==> config.mk <==
export PLATFORM = sky130hd
export DESIGN_NAME = bcd_timer_counter_flat
export DESIGN_NICKNAME = d
export VERILOG_FILES = /design/src/rtl/bcd_timer_counter_if.sv /design/src/rtl/bcd_timer_counter.sv /design/src/flat_wrapper.sv
export SDC_FILE = /design/constraint.sdc
export NUM_CORES = 1
export LEC_CHECK = 0
export BUFFER_PORTS_ARGS = -buffer_cell sky130_fd_sc_hd__buf_4
export CAP_MARGIN = 20
export CORE_UTILIZATION = 49
export CTS_CLUSTER_SIZE = 10
export DETAILED_ROUTE_END_ITERATION = 7
export PLACE_DENSITY = 0.73
export SETUP_SLACK_MARGIN = 0.2
export SYNTH_ARGS = -nofsm -noshare
export SYNTH_HDL_FRONTEND = slang
export SYNTH_SLANG_ARGS = --single-unit
==> constraint.sdc <==
create_clock -name clock -period 2.4 [get_ports clock]
set_input_delay 0.24 -clock clock [delete_from_list [all_inputs] [get_ports clock]]
set_output_delay 0.24 -clock clock [all_outputs]
set_load 0.02 [all_outputs]
==> src/rtl/bcd_timer_counter_if.sv <==
// Bus bundle for the multi-digit BCD timer counter.
//
// Groups the control inputs and the status/value outputs of the counter so the
// counter and its driver share one connection. Clock and reset stay outside.
//   loadn  : synchronous load strobe, active low
//   data   : load value, digit i at data[4i+3:4i]
//   en     : count enable, active high
//   up     : count direction, 1 = up, 0 = down
//   digits : current counter value, digit i at digits[4i+3:4i]
//   tc     : terminal count (combinational, qualified by en)
//   zero   : all digits are 0 (combinational)
//   done   : registered one-cycle pulse when a down count reaches 0
//
// master : the side that drives loadn/data/en/up (controller or bench)
// slave  : the counter itself
interface bcd_timer_counter_if #(
  parameter int NDIGITS = 4
);
  logic                   loadn;
  logic [4*NDIGITS-1:0]   data;
  logic                   en;
  logic                   up;
  logic [4*NDIGITS-1:0]   digits;
  logic                   tc;
  logic                   zero;
  logic                   done;

  modport master (
    output loadn, data, en, up,
    input  digits, tc, zero, done
  );

  modport slave (
    input  loadn, data, en, up,
    output digits, tc, zero, done
  );
endinterface

==> src/rtl/bcd_timer_counter.sv <==
// Parametrised multi-digit BCD up/down counter for the timer datapath.
//
// Each digit has its own modulus (MODS nibble i), so the digit chain counts in
// mixed radix, e.g. MODS=16'hAA6A gives a MM:SS display (seconds-tens mod 6).
//   clock  : rising-edge clock
//   clearn : asynchronous reset, active low; clears digits and done
//   bus    : slave side of bcd_timer_counter_if (loadn, data, en, up in;
//            digits, tc, zero, done out)
//
// Edge priority is clearn > loadn > en. Loaded digits are clamped to MOD-1, so
// the register never holds an out-of-range digit. With STOP_AT_END=1 the
// counter sticks at the terminal value (all-zero down, all-max up); with
// STOP_AT_END=0 it wraps through the natural carry/borrow chain.
module bcd_timer_counter #(
  parameter int                 NDIGITS     = 4,
  parameter logic [4*NDIGITS-1:0] MODS      = 16'hAA6A,
  parameter int                 STOP_AT_END = 1
) (
  input  logic               clock,
  input  logic               clearn,
  bcd_timer_counter_if.slave bus
);

  localparam int DW = 4 * NDIGITS;

  // Elaboration-time guard on the per-digit moduli.
  for (genvar g = 0; g < NDIGITS; g++) begin : g_mod_chk
    localparam int MOD_G = int'(MODS[4*g +: 4]);
    if (MOD_G < 2 || MOD_G > 10) begin : g_bad_mod
      $error("bcd_timer_counter: digit %0d modulus %0d outside 2..10", g, MOD_G);
    end
  end

  // Largest legal value of digit i.
  function automatic logic [3:0] mod_max(input int i);
    logic [3:0] m;
    m = MODS[4*i +: 4];
    return m - 4'd1;
  endfunction

  // Saturate a loaded digit into the legal range of its position.
  function automatic logic [3:0] clamp_digit(input logic [3:0] v, input logic [3:0] mx);
    return (v > mx) ? mx : v;
  endfunction

  function automatic logic [3:0] inc_digit(input logic [3:0] v, input logic [3:0] mx);
    return (v == mx) ? 4'd0 : v + 4'd1;
  endfunction

  function automatic logic [3:0] dec_digit(input logic [3:0] v, input logic [3:0] mx);
    return (v == 4'd0) ? mx : v - 4'd1;
  endfunction

  logic [DW-1:0] digits_q, digits_d;
  logic          done_q, done_d;

  logic          all_zero;
  logic          all_max;
  logic          hold_at_end;
  logic          chain;
  logic [3:0]    cur;

  // Terminal-value detection on the current register contents.
  always_comb begin
    all_zero = 1'b1;
    all_max  = 1'b1;
    for (int i = 0; i < NDIGITS; i++) begin
      if (digits_q[4*i +: 4] != 4'd0)       all_zero = 1'b0;
      if (digits_q[4*i +: 4] != mod_max(i)) all_max  = 1'b0;
    end
  end

  // At the terminal value a stopping counter ignores the enable entirely;
  // a wrapping counter needs nothing special because the carry/borrow chain
  // already takes all-zero to all-max and back.
  assign hold_at_end = (STOP_AT_END != 0) && (bus.up ? all_max : all_zero);

  // Next-value logic. chain carries the "all lower digits at their rollover
  // point" condition from digit 0 upwards; digit 0 always sees chain=1.
  always_comb begin
    digits_d = digits_q;
    done_d   = 1'b0;
    chain    = 1'b1;
    cur      = 4'd0;
    if (!bus.loadn) begin
      for (int i = 0; i < NDIGITS; i++) begin
        digits_d[4*i +: 4] = clamp_digit(bus.data[4*i +: 4], mod_max(i));
      end
    end else if (bus.en && !hold_at_end) begin
      for (int i = 0; i < NDIGITS; i++) begin
        cur = digits_q[4*i +: 4];
        if (chain) begin
          digits_d[4*i +: 4] = bus.up ? inc_digit(cur, mod_max(i))
                                      : dec_digit(cur, mod_max(i));
        end
        chain = chain & (bus.up ? (cur == mod_max(i)) : (cur == 4'd0));
      end
      // Only a down step from a non-zero value into zero fires done; the
      // wrap from zero and every up step leave it low.
      done_d = !bus.up && !all_zero && (digits_d == '0);
    end
  end

  always_ff @(posedge clock or negedge clearn) begin
    if (!clearn) begin
      digits_q <= '0;
      done_q   <= 1'b0;
    end else begin
      digits_q <= digits_d;
      done_q   <= done_d;
    end
  end

  assign bus.digits = digits_q;
  assign bus.done   = done_q;
  assign bus.zero   = all_zero;
  assign bus.tc     = bus.en & (bus.up ? all_max : all_zero);

endmodule

==> src/flat_wrapper.sv <==
// flat-port wrapper written by rule: the top's interface ports become plain ports
module bcd_timer_counter_flat 
#(
  parameter int                 NDIGITS     = 4,
  parameter logic [4*NDIGITS-1:0] MODS      = 16'hAA6A,
  parameter int                 STOP_AT_END = 1
)
  (clock, clearn, bus_loadn, bus_data, bus_en, bus_up, bus_digits, bus_tc, bus_zero, bus_done);
  bcd_timer_counter_if #(.NDIGITS(NDIGITS)) bus_i ();
  input  logic clock;
  input  logic clearn;
  input wire logic [$bits(bus_i.loadn)-1:0] bus_loadn;
  input wire logic [$bits(bus_i.data)-1:0] bus_data;
  input wire logic [$bits(bus_i.en)-1:0] bus_en;
  input wire logic [$bits(bus_i.up)-1:0] bus_up;
  output wire logic [$bits(bus_i.digits)-1:0] bus_digits;
  output wire logic [$bits(bus_i.tc)-1:0] bus_tc;
  output wire logic [$bits(bus_i.zero)-1:0] bus_zero;
  output wire logic [$bits(bus_i.done)-1:0] bus_done;
  assign bus_i.loadn = bus_loadn;
  assign bus_i.data = bus_data;
  assign bus_i.en = bus_en;
  assign bus_i.up = bus_up;
  assign bus_digits = bus_i.digits;
  assign bus_tc = bus_i.tc;
  assign bus_zero = bus_i.zero;
  assign bus_done = bus_i.done;
  bcd_timer_counter #(.NDIGITS(NDIGITS), .MODS(MODS), .STOP_AT_END(STOP_AT_END)) u_core (.clock(clock), .clearn(clearn), .bus(bus_i));
endmodule
==> metrics.txt, run 1 <==
status=finished clean; initial DRC count=176; Final period util=0.9884; worst slew pin tran=864.4 ps; I/O pins=40; Worst setup EP type=flop; routability cong.=0.8801; worst reg2reg setup slack=30 ps; DR top layer=met4; final core occ=0.7361; P&R area growth vs syn=40.92%; Rel. slew slack=0.4088; first-pass GRT wire length=8832 µm; WL met1=2410 µm; Post-Synth Simple-Gate Area=0.2890; Synth async-reset ratio=1.000; gr ovfl total=0; Reg2Reg Launch Point=u_core.bus.digits[1]$_DFFE_PN0P_; clock tree buffer depth=2; Synth Area in Compound Gates=0.3088; fin crit period=2372 ps; Layout Nets=322; die width=62.11 µm; mux cell area share after synthesis=0.03463; FILL cells=265; RSZ-0062 raised after global routing=yes; pwr dens=448.5 mW/mm²; wire per inst=15.52 µm; Peak VDD IR=268.0 µV; Setup Crit Path Kind=flop to flop; Clock Pin Slew Worst Setup and Hold Paths=120 ps; # setup viols final=0; Setup Skew=11.63 ps; XOR/XNOR Fraction of Synth Area=0.04452; commonest cells after routing, fill and taps aside=buf_4, nor2_1, nand2_1; Mapped Nets=264; all-layer global routing usage=0.2836; via/cell ratio=6.087; Antenna Cells=0; main combinational cell family by area after synthesis=compound AO/OA/AOI/OAI gates; CP max FO=4; clock root buffer=clkbuf_4; die footprint=0.003858 mm²; Routed met2 length=2554 µm; final hold violation count=0; DR DRC count=0; Syn Inst Count=243; flops & latches, synth=17; maximum capacitance violations=0; share of layout cells above drive strength 1=0.3700; WP data arrival=2600 ps; DR WL met3=349 µm; hold path depth=2; P_leak=0.001038 µW; Hold EP=u_core.bus.digits[14]$_DFFE_PN0P_; Final Max Tran Viols=0; die height=62.11 µm; Core ar.=0.003390 mm²; post-synthesis adder-cell area fraction=0; worst reg2reg endpoint=u_core.bus.digits[13]$_DFFE_PN0P_; WP data required=2630 ps; First-pass DRT Iterations=4; Hold Path Origin=bus_data[15]; post-synthesis average cell area=7.286 µm²; r2r worst-path depth=6; pin count of the biggest net entering global routing=33; latest clock arrival within the worst-skew pair=310 ps; yosys warns=0; fmax=421.6 MHz; clock sink count=17; Hold Path Class=input port to flop; Initial Util=0.5223; TritonCTS clock tree=yes; Port Buffers=39; Rows=21; Antenna Violating Nets Remaining=0; main flop type after synthesis=dfrtp_1; dpl hpwl=3642 µm; synth unique cells=59; EDFF count, synth=0; synthesized area=0.001770 mm²; initial antenna violation count=0; vias after detailed routing=2106; Hold Slack=132.6 ps; register area share after synthesis=0.2403; final WL=5370 µm; H-tree levels=1; number of global-route vias before repair=1886; most common cell after layout, fill and taps aside=buf_4; critical path startpoint category=flop; Num CTS Buffers=3
==> stage by stage <==
step	setup slack (ps)	setup TNS, ps	cells	cell area, µm²	total power (µW)
2_1_floorplan	-19.43	-40.65	243	1775	682.3
3_3_place_gp	119.0	0	327	2195	860.0
3_5_place_dp	80.28	0	327	2195	861.2
4_1_cts	71.78	0	335	2291	1050
5_1_grt	-83.53	-169.4	346	2495	1198
6_report	27.90	0	346	2495	1119
==> where the power goes <==
group / total, µW / leakage (µW) / switching [µW] / internal, µW
clock: 168 / 0.0000177 / 106 / 62.3
combinational: 591 / 0.000820 / 316 / 275
sequential: 360 / 0.000200 / 44.2 / 316
==> worst max-delay path: stages (launching register included) <==
cell	delay, ps
dfrtp_2	430
or4b_4	580
or4_4	510
a221oi_2	250
o211ai_1	150
or2_1	220
a31oi_1	150
==> registers in the layout (all words and copies together), names as in the netlist <==
signal	cells
u_core.bus.done	1
u_core.bus.digits	16
==> metal layers <==
layer	global-route usage	up-vias
li1	-	1021
met5	0	-
met4	0.09593	0
met3	0.03309	7
met2	0.4574	73
met1	0.3929	1005
==> what timing repair did <==
action                                  in CTS  in global routing
hold buffers                                 1                  0
hold endpoints to repair                    17                  0
pin swaps                                    7                 20
setup buffers                                3                 11
endpoints found under the setup margin      11                 15
gates resized for setup                      8                 29
==> synth_stat cells, types with 3 or more instances <==
cell type | instances | area, µm²
nand2_1 | 21 | 78.83
nor2_1 | 21 | 78.83
clkbuf_1 | 19 | 71.32
dfrtp_1 | 17 | 425.4
o21ai_0 | 16 | 80.08
a21oi_1 | 11 | 55.05
nand3_1 | 11 | 55.05
inv_1 | 10 | 37.54
nor3_1 | 9 | 45.04
a31oi_1 | 8 | 50.05
xnor2_1 | 6 | 52.55
mux2i_1 | 5 | 50.05
o211ai_1 | 5 | 37.54
o22ai_1 | 5 | 31.28
a22oi_1 | 4 | 30.03
a211oi_1 | 3 | 22.52
and2_1 | 3 | 18.77
buf_2 | 3 | 15.01
nand2b_1 | 3 | 18.77
nand4_1 | 3 | 18.77
nor3b_1 | 3 | 22.52
nor4_1 | 3 | 18.77
o31ai_1 | 3 | 22.52
or2_2 | 3 | 18.77
or3_1 | 3 | 18.77
xor2_1 | 3 | 26.28
==> how the worst max path moves through the flow <==
stage                                startpoint                                end  slack (ps)  cells past startpoint
6_report       u_core.bus.digits[1]$_DFFE_PN0P_  u_core.bus.digits[13]$_DFFE_PN0P_          30                      6
3_5_place_dp   u_core.bus.digits[2]$_DFFE_PN0P_  u_core.bus.digits[13]$_DFFE_PN0P_          80                      6
3_3_place_gp   u_core.bus.digits[2]$_DFFE_PN0P_  u_core.bus.digits[13]$_DFFE_PN0P_         120                      6
4_1_cts        u_core.bus.digits[2]$_DFFE_PN0P_  u_core.bus.digits[13]$_DFFE_PN0P_          70                      6
2_1_floorplan  u_core.bus.digits[1]$_DFFE_PN0P_   u_core.bus.digits[5]$_DFFE_PN0P_         -20                      9
5_1_grt        u_core.bus.digits[1]$_DFFE_PN0P_  u_core.bus.digits[13]$_DFFE_PN0P_         -80                      6
==> logic make-up (layout without fill, tap and decap cells) <==
family / Yosys count / after routing
AOI/OAI and AO/OA: 79 / 79
xor gates and xnor gates: 9 / 9
muxes: 6 / 6
buffers and inverters: 35 / 92
DFF: 17 / 17
and+or+nand+nor: 97 / 97
==> cell type report <==
type	count	area [µm²]	area share
Timing Repair Buffer	78	614.3	0.2462
Multi-Input combinational cell	191	1329	0.5326
Tap cell	46	57.56	0.02307
Inverter	10	37.54	0.01505
Sequential cell	17	429.2	0.1720
Clock buffer	3	22.52	0.009027
Clock inverter	1	5.005	0.002006
Power figures use the tool's default switching activity.
==> run 2: changes to the inputs <==
--- a/config.mk
+++ b/config.mk
@@ -7,10 +7,10 @@
 export LEC_CHECK = 0
 export BUFFER_PORTS_ARGS = -buffer_cell sky130_fd_sc_hd__buf_4
 export CAP_MARGIN = 20
-export CORE_UTILIZATION = 49
+export CORE_UTILIZATION = 45
 export CTS_CLUSTER_SIZE = 10
 export DETAILED_ROUTE_END_ITERATION = 7
-export PLACE_DENSITY = 0.73
+export PLACE_DENSITY = 0.68
 export SETUP_SLACK_MARGIN = 0.2
 export SYNTH_ARGS = -nofsm -noshare
 export SYNTH_HDL_FRONTEND = slang
==> run 2 against run 1 <==
Net effect: sequential power about the same; critical endpoint unchanged; clock power increased by 37%; critical path type unchanged; die area increased by 8.6%; register-to-register slack improved by 70 ps; sequential share of layout area increased by 0.83 points; cell area decreased by 4.6%; largest power group unchanged; via count decreased by 2.9%; wire length increased by 3.9%; highest routed layer unchanged; count of clock-buffer cells in the layout increased by 1; clock skew increased by 4.7 ps.
==> metrics.txt, run 2 (synthesis results as in run 1) <==
Clock power frac=0.201 (+0.051); status=finished clean; dpl hpwl=3798 µm (+4.3%); TritonCTS clock tree=yes; Rows=22 (+4.8%); dpl cells=330 (+0.92%); Post-Place Setup Slack=74.33 ps (-5.949 ps); die width=64.73 µm (+4.2%); pin count of the biggest net entering global routing=33 (unchanged); worst slew pin tran=586.4 ps (-278.0 ps); P_leak=0.0009938 µW (-4.3%); fmax=434.3 MHz (+3.0%); RSZ-0062 raised after global routing=yes; sequential share of power=0.315 (-0.007); gr ovfl total=0 (unchanged); Antenna Violating Nets Remaining=0 (unchanged); final WL=5577 µm (+3.9%); Rel. slew slack=0.5990 (+0.1901); routability cong.=0.8368 (-4.9%); commonest cells after routing, fill and taps aside=buf_4, nand2_1, nor2_1; Hold Path Class=input port to flop; clock sink count=17 (unchanged); Setup Skew=16.34 ps (+4.716 ps); most common cell after layout, fill and taps aside=buf_4; die height=64.73 µm (+4.2%); worst path bufs/invs=0 (unchanged); Core ar.=0.003716 mm² (+9.6%); Initial Util=0.4764 (-0.04590); combinational power share=0.484 (-0.044); I/O pins=40 (unchanged); Final Max Tran Viols=0 (unchanged); share of layout cells above drive strength 1=0.3186 (-0.05136); Final period util=0.9594 (-0.02902); clock tree buffer depth=2 (unchanged); number of global-route vias before repair=1821 (-3.4%); wire per inst=16.26 µm (+4.8%); Peak VDD IR=254.1 µV (-5.2%); Clock Pin Slew Worst Setup and Hold Paths=80 ps (-40 ps); number of non-filler instances in the completed layout=343 (-0.87%); max reg flops=16 (unchanged); PnR worst setup slack=97.56 ps (+69.65 ps); Antenna Cells=0 (unchanged); Port Buffers=39 (unchanged); CP max FO=3 (-1); WP data required=2590 ps (-40 ps); P&R area growth vs syn=34.42%; maximum capacitance violations=0 (unchanged); critical path startpoint category=flop; initial DRC count=156 (-11%); latest clock arrival within the worst-skew pair=260 ps (-50 ps); DR DRC count=0 (unchanged); pwr dens=482.3 mW/mm² (+7.5%); Switching Share=0.4002 (-0.01599); Internal Dissipation=688.4 µW (+5.4%); NetSw=459.3 µW (-1.4%); clock root buffer=clkbuf_8; H-tree levels=1 (unchanged); Setup Crit Path Kind=flop to flop; First-pass DRT Iterations=4 (unchanged); via/cell ratio=5.959 (-2.1%); final hold violation count=0 (unchanged); initial antenna violation count=0 (unchanged); Num CTS Buffers=3 (unchanged); # setup viols final=0 (unchanged); CP Cell Sequence=or4b_4, or4_4, a221oi_2, o211ai_1, or2_1, a31oi_1; all-layer global routing usage=0.2656 (-0.01804); first-pass GRT wire length=8707 µm (-1.4%); setup TNS=0 ps (unchanged); fin crit period=2302 ps (-69.65 ps); Worst setup EP type=flop; die footprint=0.004189 mm² (+8.6%); WP data arrival=2500 ps (-100 ps); worst stage delay on the critical path=560 ps (-20 ps); delay-heaviest family, CP=simple AND/OR/NAND/NOR gates; slowest CP cell=or4b_4; vias after detailed routing=2044 (-2.9%); Hold Slack=182.1 ps (+49.46 ps); Layout Nets=317 (-1.6%)
==> run 2: cell count changes in the layout (fill, tap and decap cells not counted), sizes merged <==
cell	change
clkbuf	+1
buf	-5
clkinv	-1
==> run 2: stage by stage <==
stage | power [µW] | instance area [µm²] | utilization
after floorplan | 682.3 | 1775 | -
after global placement | 863.9 | 2205 | 0.5933
after detailed placement | 864.8 | 2205 | 0.5933
after CTS | 1115 | 2310 | 0.6215
after global routing | 1207 | 2380 | 0.6404
final | 1148 | 2380 | 0.6404
==> run 2: power groups by stage <==
stage               Clock (µW)  Combinational [µW]  Sequential, µW
detailed placement           0                 503             362
CTS                        234                 523             357
floorplan                    0                 302             380
global route               239                 604             364
finish                     230                 556             361
global placement             0                 502             362
==> run 2: final cells by class <==
class | instances | area, µm²
fillers | 359 | 1336
multi-input cells | 191 | 1249
repair buffers | 73 | 559.3
flip-flops and latches | 17 | 429.2
well taps | 48 | 60.06
clock buffers | 4 | 45.04
inverters | 10 | 37.54
==> run 2: what timing repair did <==
item | CTS | global route
hold buffers | 1 | 0
gates resized for setup | 3 | 12
endpoints found under the setup margin | 11 | 14
hold endpoints to repair | 17 | 0
cloned | 0 | 1
pin swaps | 3 | 9
setup buffers | 5 | 2
==> run 2: path summary, 6_finish.rpt <==
check / cells after the start / slack [ps] / end / from
setup reg to reg: 6 / 100 / u_core.bus.digits[13]$_DFFE_PN0P_ / u_core.bus.digits[2]$_DFFE_PN0P_
max in group asynchronous: 2 / 1780 / u_core.bus.digits[1]$_DFFE_PN0P_ / clearn
setup / recovery: 6 / 100 / u_core.bus.digits[13]$_DFFE_PN0P_ / u_core.bus.digits[2]$_DFFE_PN0P_
hold / removal: 2 / 180 / u_core.bus.digits[14]$_DFFE_PN0P_ / bus_data[15]
hold reg to reg: 2 / 720 / u_core.bus.digits[8]$_DFFE_PN0P_ / u_core.bus.digits[8]$_DFFE_PN0P_
min in group asynchronous: 2 / 380 / u_core.bus.digits[3]$_DFFE_PN0P_ / clearn
==> run 2: routing by layer <==
layer	vias up	share of wire	routed length, µm	track usage
met3	4	0.063	352	0.03697
met4	0	0.0041	23	0.01667
met2	63	0.46	2588	0.4518
met5	-	0	0	0
met1	970	0.47	2611	0.3690
li1	1007	-	-	-
==> run 3: changes to the inputs <==
--- a/config.mk
+++ b/config.mk
@@ -11,6 +11,7 @@
 export CTS_CLUSTER_SIZE = 10
 export DETAILED_ROUTE_END_ITERATION = 7
 export PLACE_DENSITY = 0.68
+export REMOVE_ABC_BUFFERS = 1
 export SETUP_SLACK_MARGIN = 0.2
 export SYNTH_ARGS = -nofsm -noshare
 export SYNTH_HDL_FRONTEND = slang
==> run 3 against run 2 <==
Net effect: worst setup slack worse by 62 ps; global-route usage grew 0.56 points; sequential power shrank 1%; critical path depth grew 3; hold slack improved by 6.2 ps; largest cell class unchanged.
==> metrics.txt, run 3 (synthesis results as in run 1) <==
DR DRC count=0 (unchanged); final core occ=0.6481 (+0.007744); Final period util=0.9850 (+0.02569); most common cell after layout, fill and taps aside=buf_4; pin count of the biggest net entering global routing=33 (unchanged); pwr dens=471.5 mW/mm² (-2.2%); Initial Util=0.4764 (unchanged); maximum capacitance violations=0 (unchanged); final hold violation count=0 (unchanged); worst slew pin tran=496.2 ps (-90.19 ps); commonest cells after routing, fill and taps aside=buf_4, nor2_1, nand2_1; H-tree levels=1 (unchanged); WP data arrival=2520 ps (+20 ps); first-pass GRT wire length=8887 µm (+2.1%); Peak VDD IR=357.8 µV (+41%); fin crit period=2364 ps (+61.66 ps); status=finished clean; Final Max Tran Viols=0 (unchanged); Reg2Reg Launch Point=u_core.bus.digits[2]$_DFFE_PN0P_; Setup Crit Path Kind=flop to flop; vias after detailed routing=2054 (+0.49%); clock sink count=17 (unchanged); Hold Path Class=input port to flop; all-layer global routing usage=0.2712 (+0.005604); initial antenna violation count=0 (unchanged); Worst setup EP type=flop; Num CTS Buffers=3 (unchanged); Antenna Violating Nets Remaining=0 (unchanged); Clock Pin Slew Worst Setup and Hold Paths=70 ps (about the same); crit path launch=u_core.bus.digits[2]$_DFFE_PN0P_; fmax=423.0 MHz (-2.6%); WP data required=2560 ps (-30 ps); number of global-route vias before repair=1879 (+3.2%); P&R area growth vs syn=36.04%; Antenna Cells=0 (unchanged); Port Buffers=39 (unchanged); critical path startpoint category=flop; RSZ-0062 raised after global routing=yes; clock root buffer=clkbuf_8; latest clock arrival within the worst-skew pair=260 ps (about the same); gr ovfl total=0 (unchanged); final WL=5241 µm (-6.0%); Pwr Total=1136 µW (-1.1%); dpl hpwl=3801 µm (about the same); P_leak=0.001011 µW (+1.7%); # setup viols final=0 (unchanged); die footprint=0.004189 mm² (unchanged); clock tree buffer depth=2 (unchanged); Rows=22 (unchanged); share of layout cells above drive strength 1=0.3288 (+0.01017); CP max FO=4 (+1); dpl cells=333 (+0.91%); I/O pins=40 (unchanged); Layout Nets=317 (unchanged); routability cong.=0.8773 (+4.8%); First-pass DRT Iterations=4 (unchanged); Setup Skew=3.829 ps (-12.51 ps); Hold Path Origin=bus_data[15]; via/cell ratio=5.988 (+0.49%); Core ar.=0.003716 mm² (unchanged); max reg flops=16 (unchanged); number of non-filler instances in the completed layout=343 (unchanged); TritonCTS clock tree=yes; die height=64.73 µm (unchanged); Rel. slew slack=0.6606 (+0.06168); wire per inst=15.28 µm (-6.0%); initial DRC count=172 (+10%); die width=64.73 µm (unchanged)
[run 3: metrics by stage]
| step | setup slack, ps | hold WS (ps) | setup TNS (ps) | area [µm²] |
|---|---|---|---|---|
| finish | 35.90 | 188.3 | 0 | 2409 |
| global route | -52.67 | 185.7 | -129.6 | 2409 |
| detailed placement | 15.22 | 127.1 | 0 | 2225 |
| CTS | 100.3 | 189.5 | 0 | 2321 |
| global placement | 140.9 | 117.8 | 0 | 2225 |
| floorplan | -348.0 | -55.59 | -1704 | 1662 |
[run 3: worst paths after layout]
kind | endpoint | slack (ps) | depth (start not counted)
worst max-delay path | u_core.bus.done$_DFF_PN0_ | 40 | 9
worst min-delay path | u_core.bus.digits[14]$_DFFE_PN0P_ | 190 | 2
worst max register to register | u_core.bus.done$_DFF_PN0_ | 40 | 9
worst min register to register | u_core.bus.digits[9]$_DFFE_PN0P_ | 650 | 2
max in group asynchronous | u_core.bus.digits[12]$_DFFE_PN0P_ | 1800 | 2
min in group asynchronous | u_core.bus.digits[10]$_DFFE_PN0P_ | 390 | 2
[run 3: routing by layer]
layer / vias to the layer above / global-route usage / part of all wire
met5: - / 0 / 0
met2: 63 / 0.4141 / 0.47
met3: 6 / 0.05634 / 0.056
met1: 979 / 0.3826 / 0.47
li1: 1006 / - / -
met4: 0 / 0.07500 / 0.0093
[run 3: power by group]
part / switching, µW / leakage (µW) / internal, µW / total (µW)
Sequential: 41.0 / 0.000204 / 315 / 356
Clock: 105 / 0.0000228 / 118 / 223
Combinational: 302 / 0.000784 / 254 / 556
[run 3: final cells by class]
type,count,area (µm²)
tap,48,60.06
multi-input combinational,191,1282
inverter,10,37.54
timing repair buffer,73,558.0
sequential,17,425.4
fill,363,1308
clock buffer,4,45.04
[run 3: critical path, stage by stage (launching register included)]
cell and delay [ps]:
dfrtp_1 400, or4b_4 540, buf_4 160, nor4_4 170, buf_4 190, buf_4 110
a21oi_1 60, o211ai_1 110, o2111ai_2 190, nor4b_2 330
[run 3: timing repair]
item,4_1_cts,5_1_grt
setup buffers,2,3
resized for setup,5,16
pin swaps,8,8
hold buffers,1,0
endpoints found under the setup margin,10,18
endpoints found under the hold margin,17,0
cloned,0,0
